<file path="config.mk">
export PLATFORM = sky130hd
export DESIGN_NAME = wall_datapath
export DESIGN_NICKNAME = d
export VERILOG_FILES = /design/src/rtl/wall_datapath.sv
export SDC_FILE = /design/constraint.sdc
export NUM_CORES = 1
export LEC_CHECK = 0
export CORE_ASPECT_RATIO = 1.1
export CORE_UTILIZATION = 47
export CTS_BUF_LIST = sky130_fd_sc_hd__clkbuf_8
export DETAILED_ROUTE_END_ITERATION = 8
export PLACE_DENSITY = 0.71
export RECOVER_POWER = 100
export SYNTH_ARGS = -nofsm -noshare
export SYNTH_HDL_FRONTEND = slang
export SYNTH_SLANG_ARGS = --single-unit
</file>
<file path="constraint.sdc">
create_clock -name clk -period 2.6 [get_ports clk]
set_input_delay 0.52 -clock clk [delete_from_list [all_inputs] [get_ports clk]]
set_output_delay 0.52 -clock clk [all_outputs]
set_load 0.05 [all_outputs]
</file>
<file path="src/rtl/wall_datapath.sv">
// Scrolling wall (pipe) for the flappy-bird game: per accepted frame it erases the
// wall, moves it left (wrapping with a new random gap) and redraws it, one pixel per clock.
module wall_datapath #(
    parameter int         SCREEN_W    = 160,
    parameter int         SCREEN_H    = 120,
    parameter int         WALL_W      = 8,
    parameter int         GAP_H       = 40,
    parameter int         STEP        = 1,
    parameter logic [2:0] BG_COLOUR   = 3'b000,
    parameter logic [2:0] WALL_COLOUR = 3'b010,
    parameter logic [7:0] LFSR_SEED   = 8'hA5
) (
    input  logic       clk,
    input  logic       reset,
    input  logic       frame_tick,
    input  logic       run,
    input  logic       halt,
    output logic [7:0] x,
    output logic [6:0] y,
    output logic [2:0] colour,
    output logic       plot,
    output logic [7:0] wall_x,
    output logic [6:0] gap_y,
    output logic       busy,
    output logic       frame_done,
    output logic       score_pulse
);
    localparam int CW = (WALL_W > 1) ? $clog2(WALL_W) : 1;

    localparam logic [2:0] IDLE  = 3'd0;
    localparam logic [2:0] ERASE = 3'd1;
    localparam logic [2:0] MOVE  = 3'd2;
    localparam logic [2:0] DRAW  = 3'd3;
    localparam logic [2:0] DONE  = 3'd4;

    localparam logic [7:0]    WALL_HOME = 8'(SCREEN_W - WALL_W);
    localparam logic [7:0]    STEP_W    = 8'(STEP);
    localparam logic [7:0]    GAP_H_W   = 8'(GAP_H);
    localparam logic [6:0]    GAP_RESET = 7'd40;
    localparam logic [CW-1:0] COL_LAST  = CW'(WALL_W - 1);
    localparam logic [6:0]    ROW_LAST  = 7'(SCREEN_H - 1);

    logic [2:0]    state, state_n;
    logic [CW-1:0] col, col_n;
    logic [6:0]    row, row_n;
    logic [7:0]    wall_x_n;
    logic [6:0]    gap_y_n;
    logic [7:0]    lfsr;
    logic          wrap;
    logic          in_gap_n;

    assign wrap = wall_x < STEP_W;

    // Gap test is done on the next-cycle row/gap so plot can be registered with x/y.
    assign in_gap_n = ({1'b0, row_n} >= {1'b0, gap_y_n}) &&
                      ({1'b0, row_n} <  ({1'b0, gap_y_n} + GAP_H_W));

    always_comb begin
        state_n  = state;
        col_n    = col;
        row_n    = row;
        wall_x_n = wall_x;
        gap_y_n  = gap_y;
        case (state)
            IDLE: begin
                if (frame_tick && run && !halt) begin
                    state_n = ERASE;
                    col_n   = '0;
                    row_n   = '0;
                end
            end
            ERASE, DRAW: begin
                if (col == COL_LAST) begin
                    col_n = '0;
                    if (row == ROW_LAST) begin
                        row_n   = '0;
                        state_n = (state == ERASE) ? MOVE : DONE;
                    end else begin
                        row_n = row + 7'd1;
                    end
                end else begin
                    col_n = col + CW'(1);
                end
            end
            MOVE: begin
                state_n = DRAW;
                col_n   = '0;
                row_n   = '0;
                if (wrap) begin
                    wall_x_n = WALL_HOME;
                    gap_y_n  = 7'd8 + {1'b0, lfsr[5:0]};
                end else begin
                    wall_x_n = wall_x - STEP_W;
                end
            end
            DONE:    state_n = IDLE;
            default: state_n = IDLE;
        endcase
    end

    always_ff @(posedge clk or posedge reset) begin
        if (reset) begin
            state       <= IDLE;
            col         <= '0;
            row         <= '0;
            wall_x      <= WALL_HOME;
            gap_y       <= GAP_RESET;
            lfsr        <= LFSR_SEED;
            x           <= '0;
            y           <= '0;
            colour      <= '0;
            plot        <= 1'b0;
            busy        <= 1'b0;
            frame_done  <= 1'b0;
            score_pulse <= 1'b0;
        end else begin
            state       <= state_n;
            col         <= col_n;
            row         <= row_n;
            wall_x      <= wall_x_n;
            gap_y       <= gap_y_n;
            // x^8+x^6+x^5+x^4+1, free-running so the gap depends on game timing.
            lfsr        <= {lfsr[6:0], lfsr[7] ^ lfsr[5] ^ lfsr[4] ^ lfsr[3]};
            x           <= wall_x_n + 8'(col_n);
            y           <= row_n;
            colour      <= (state_n == DRAW) ? WALL_COLOUR : BG_COLOUR;
            plot        <= ((state_n == ERASE) || (state_n == DRAW)) && !in_gap_n;
            busy        <= (state_n != IDLE);
            frame_done  <= (state_n == DONE);
            score_pulse <= (state_n == MOVE) && wrap;
        end
    end
endmodule

</file>
# After elaboration in Yosys (flattened, before gate mapping)
# Cells that the tools add are included.
# classes
addsub,6
order_cmp,3
eq_ne,9
mux,17
bitwise,3
n_reduce_logical,11
# ops
cell,n
two-way mux 7 bit,5
case mux 7 bit (3 select lines),1
two-way mux 3 bit,6
case mux 3 bit (3 select lines),2
two-way mux 8 bit,2
== test 3 x 2 -> 1 bit (second input constant),4
adder 7 x 6 -> 8 bit (second input constant),1
adder 8 x 3 -> 8 bit,1
less-than comparator 7 x 8 -> 1 bit,1
less-than comparator 8 x 1 -> 1 bit (second input constant),1
subtractor 8 x 1 -> 8 bit (second input constant),1
adder 4 x 6 -> 7 bit (first input constant),1
adder 7 x 1 -> 7 bit (second input constant),1
== test 7 bit (second input constant),1
greater-or-equal comparator 7 bit,1
== test 3 x 1 -> 1 bit (second input constant),2
== test 3 bit (second input constant),2
logical AND 1 bit,5
adder 3 x 1 -> 3 bit (second input constant),1
zero test 3 bit,1
nonzero test 3 bit,1
bitwise XOR 1 bit,3
zero test 1 bit,2
two-way mux 2 bit,1
other kinds (2),2
# word_totals
register_bits,50
in_bits,5
output_inout_bits,37
elab_cells,61

# Logic depth before layout (Yosys ltp)
# depth
word_depth,8
ltp_mapped,15
mapped_depth_nobuf,14

# Least setup slack after synthesis
# No wires, ideal clock.
# synth_timing
path_kind,register to register
from,register wall_x[0]
to,register plot
setup_time_ps,95
t_arrival_ps,3028
setup_slack_ps,-524
path_stages_with_launch,13
n_path_buf,0
synth_period_minus_slack_ps,3124
path_cell_list,dfrtp_1 -> inv_1 -> ha_1 -> nor4b_4 -> nand3_2 -> mux2_2 -> ha_1 -> nand2b_1 -> a21o_1 -> a21oi_1 -> o31ai_1 -> a2111o_1 -> o31ai_1
# synth_between
elab_chain_len,8
elab_cells_between_ends,9
cone_classes,1 x add/sub; 3 x order compare; 2 x mux; 3 x reduce/logical
# synth_rtl
element,line_no,rtl
from (decl),22,"output logic [7:0] wall_x,"
from (signal assigned),120,wall_x <= wall_x_n;
less-than comparator 8 x 1 -> 1 bit *,52,assign wrap = wall_x < STEP_W;
two-way mux 7 bit *,89,if (wrap) begin
two-way mux 7 bit *,64,case (state)
via gap_y_n[0],47,logic [6:0] gap_y_n;
adder 7 x 6 -> 8 bit,56,"({1'b0, row_n} < ({1'b0, gap_y_n} + GAP_H_W));"
less-than comparator 7 x 8 -> 1 bit,56,
logical AND 1 bit *,55,"assign in_gap_n = ({1'b0, row_n} >= {1'b0, gap_y_n}) &&"
zero test 1 bit *,127,plot <= ((state_n == ERASE) || (state_n == DRAW)) && !in_gap_n;
logical AND 1 bit *,127,
to (signal assigned),127,
to (decl),21,"output logic plot,"
# The timed path passes the listed nets; every way through them passes the cells marked *.

# Worst setup path after layout
# layout_timing
from,register wall_x[1]
to,register plot
# Same word-level chain as after synthesis.

==> flow_summary_export.csv <==
group,metric,value,unit
final_layout,layout.cells.non_filler,408,
floorplan,initial_core_util,48.6,%
floorplan,core_area,5360,sq um
sta,fmax,378,MHz
clock_tree,clk_latency,300,ps
power_and_ir_drop,irDropWorstVdd,338,uV
logic_synthesis,yosysMostFrequentCell,"dfrtp_1",
floorplan,die_area,5840,sq um
flow_run,maxCapViolCount,0,
logic_synthesis,synth_edf_count,0,
logic_synthesis,ys_top_cells_by_area,"dfrtp_1 (38%), ha_1 (9.6%), dfstp_2 (9.1%), xnor2_1 (4.4%), inv_1 (3.2%)",
power_and_ir_drop,power.total,1.26,mW
sta,fin_worst_skew,5.61,ps
routing,vias,2038,
sta,slew_violations,0,
logic_synthesis,synthTopCellsByCount,"dfrtp_1 (40), inv_1 (22), nand2_1 (21), ha_1 (20), nor2_1 (17)",
logic_synthesis,synth_warnings,0,
global_routing,grt_pass1_wl,9350,um
run_status,violations,"setup timing",
routing,wirelength,5620,um
floorplan,rows,28,
floorplan,top_level_ports,42,
sta,timing.hold.ws,368,ps
placement,dp_hpwl,4220,um
global_routing,grt_start_max_net_pins,28,
sta,rsz0062_at_grt,"true",
logic_synthesis,ys_seq_area_share,47.5,%
worst_setup_path,required,2820,ps
final_layout,num_antenna_cells,0,
logic_synthesis,synthesis.area,2600,sq um
placement,gp_congestion,0.849,
worst_setup_path,crit_type,"reg2reg",
worst_setup_path,endpoint_kind,"flip-flop",
power_and_ir_drop,powerDensity,348,nW/um^2
worst_setup_path,crit_arrival,2860,ps
worst_setup_path,critPathMaxFanout,7,
sta,slew_headroom,45.1,%
sta,worstMarginPinSlew,823,ps
sta,setup_viol,1,
logic_synthesis,synth-seq-cells,49,
global_routing,grt_use_total,21.3,%
worst_setup_path,start_kind,"flip-flop",
logic_synthesis,synthArstFlopShare,100,%
placement,post-place-cells,395,
routing,firstDrtPassIters,4,
routing,drc,0,
logic_synthesis,yosysUniqueCellTypes,53,
clock_tree,cts.sinks,49,
logic_synthesis,synth_top_area_share,38.4,%
run_status,run_status,"finished, violations left",
global_routing,globalRouteOverflowTotal,0,
floorplan,die_h,80.1,um
routing,wl_per_cell,13.8,um
logic_synthesis,syn_inst,244,
final_layout,drive_above_1_share,28.8,%
sta,finalCriticalPeriod,2640,ps
routing,drt_iter0_drc,107,
final_layout,final_area,3610,sq um
floorplan,fp.dieW,73.0,um
sta,finalCritPeriodShare,102,%
final_layout,syn2layout_area_growth,38.7,%
placement,dpl-instance-area,3440,sq um
routing,viasPerCell,5.00,
power_and_ir_drop,p_leak,1.70,nW
clock_tree,clockBufferDepth,2,
clock_tree,h-tree-depth,2,
final_layout,layout.nets,358,
placement,portBuffers,39,
clock_tree,clkTransAtPathRegs,100,ps
min_path,hp-class,"reg2reg",
routing,ant_nets,0,
sta,hold_viol,0,
clock_tree,cts_root_buf,"clkbuf_8",
clock_tree,cts_buffers,5,
clock_tree,cts_tree,"built",
logic_synthesis,syn_area_per_cell,10.7,sq um
sta,setup_ws,-42.4,ps
logic_synthesis,ys.flop_type,"dfrtp_1",
global_routing,grt_pass1_vias,1992,
logic_synthesis,synth_top_area_cell,"dfrtp_1",
global_routing,antenna_found_initial,0,
sta,setup_tns,-42.4,ps
[final timing paths]
check / startpoint / end / slack (ps) / cells past startpoint
hold / removal: lfsr[6] / lfsr[7] / 370 / 0
min in group asynchronous: reset / wall_x[5] / 800 / 2
setup / recovery: wall_x[1] / plot / -40 / 12
max in group asynchronous: reset / row[1] / 630 / 3
hold reg to reg: lfsr[6] / lfsr[7] / 370 / 0
setup reg to reg: wall_x[1] / plot / -40 / 12
[metal layers]
metal  vias up  GRT usage [%]  share of wire, %
met5         -              0                 0
met4         0           5.69              0.57
met3         4           4.39               2.3
met2        34           36.9                53
met1       986           26.9                44
li1       1014              -                 -
[registers in the layout, summed over array words and instances (netlist names)]
register,count
score_pulse,1
colour,1
col,3
state,3
x,8
gap_y,7
plot,1
busy,1
frame_done,1
row,7
lfsr,8
wall_x,8
[critical path: stages, from the launching register on]
cell	delay (ps)
dfrtp_2	420
inv_2	70
ha_4	140
nor4b_4	260
nand3_4	180
mux2_4	350
inv_1	100
ha_4	210
a21o_1	180
a21oi_1	120
o31ai_1	90
a2111o_1	360
o31ai_1	70
[cell type report]
cell class              count  area [sq um]
fillers                   442          1750
clock buffers               5          68.8
clock inverters             3          25.0
multi-input cells         168          1360
well taps                  75          93.8
inverters                  22          82.6
flip-flops and latches     49          1240
repair buffers             86           737
[cells in the final DEF (no fill, tap or decap), types with 2 or more instances in the layout]
master and instances:
a21o_1 6, a21oi_1 4, a21oi_2 2, buf_4 44, clkbuf_8 5, clkdlybuf4s50_1 38
conb_1 2, dfrtp_1 36, dfrtp_2 4, dfstp_2 8, ha_1 15, ha_4 4
inv_1 20, inv_2 2, mux2_4 2, mux2i_1 3, nand2_1 21, nand2b_1 4
nand3_1 5, nand3b_1 2, nand4b_1 2, nor2_1 16, nor2_2 2, nor2b_1 3
nor3_1 2, o21a_1 5, o21ai_0 7, o21ai_1 9, o31ai_1 3, o31ai_2 3
xnor2_1 13, xor2_1 3
[cell families (layout without fill, tap and decap cells)]
logic type	after synthesis	after routing	synth area share, %
adder cells (fa/ha/maj)	21	21	10.4
buffers and inverters	28	116	4.61
multiplexers	6	6	2.45
other	1	2	0.144
XOR/XNOR	16	16	5.38
AND/OR/NAND/NOR	73	73	15.8
flip-flops	49	49	47.5
AO/OA/AOI/OAI	50	50	13.7
[per-stage QoR]
stage | utilization [%] | worst slack (ps)
after floorplan | - | -164
after global placement | 64.1 | -315
after detailed placement | 64.1 | -325
after CTS | 66.9 | -73.8
after global routing | 67.4 | -191
final | 67.4 | -42.4
[timing repair]
action	4_1_cts	5_1_grt
gates resized for setup	5	13
pin swaps	3	5
cloned	0	0
hold buffers	0	0
setup endpoints to repair	2	6
buffers inserted	3	2
[where the power goes]
group	total (mW)	switching [mW]	internal, mW
registers	0.762	0	0.762
logic	0.0270	0.0212	0.00585
clock network	0.466	0.272	0.195
total	1.26	0.293	0.962
Power figures use the tool's default switching activity.
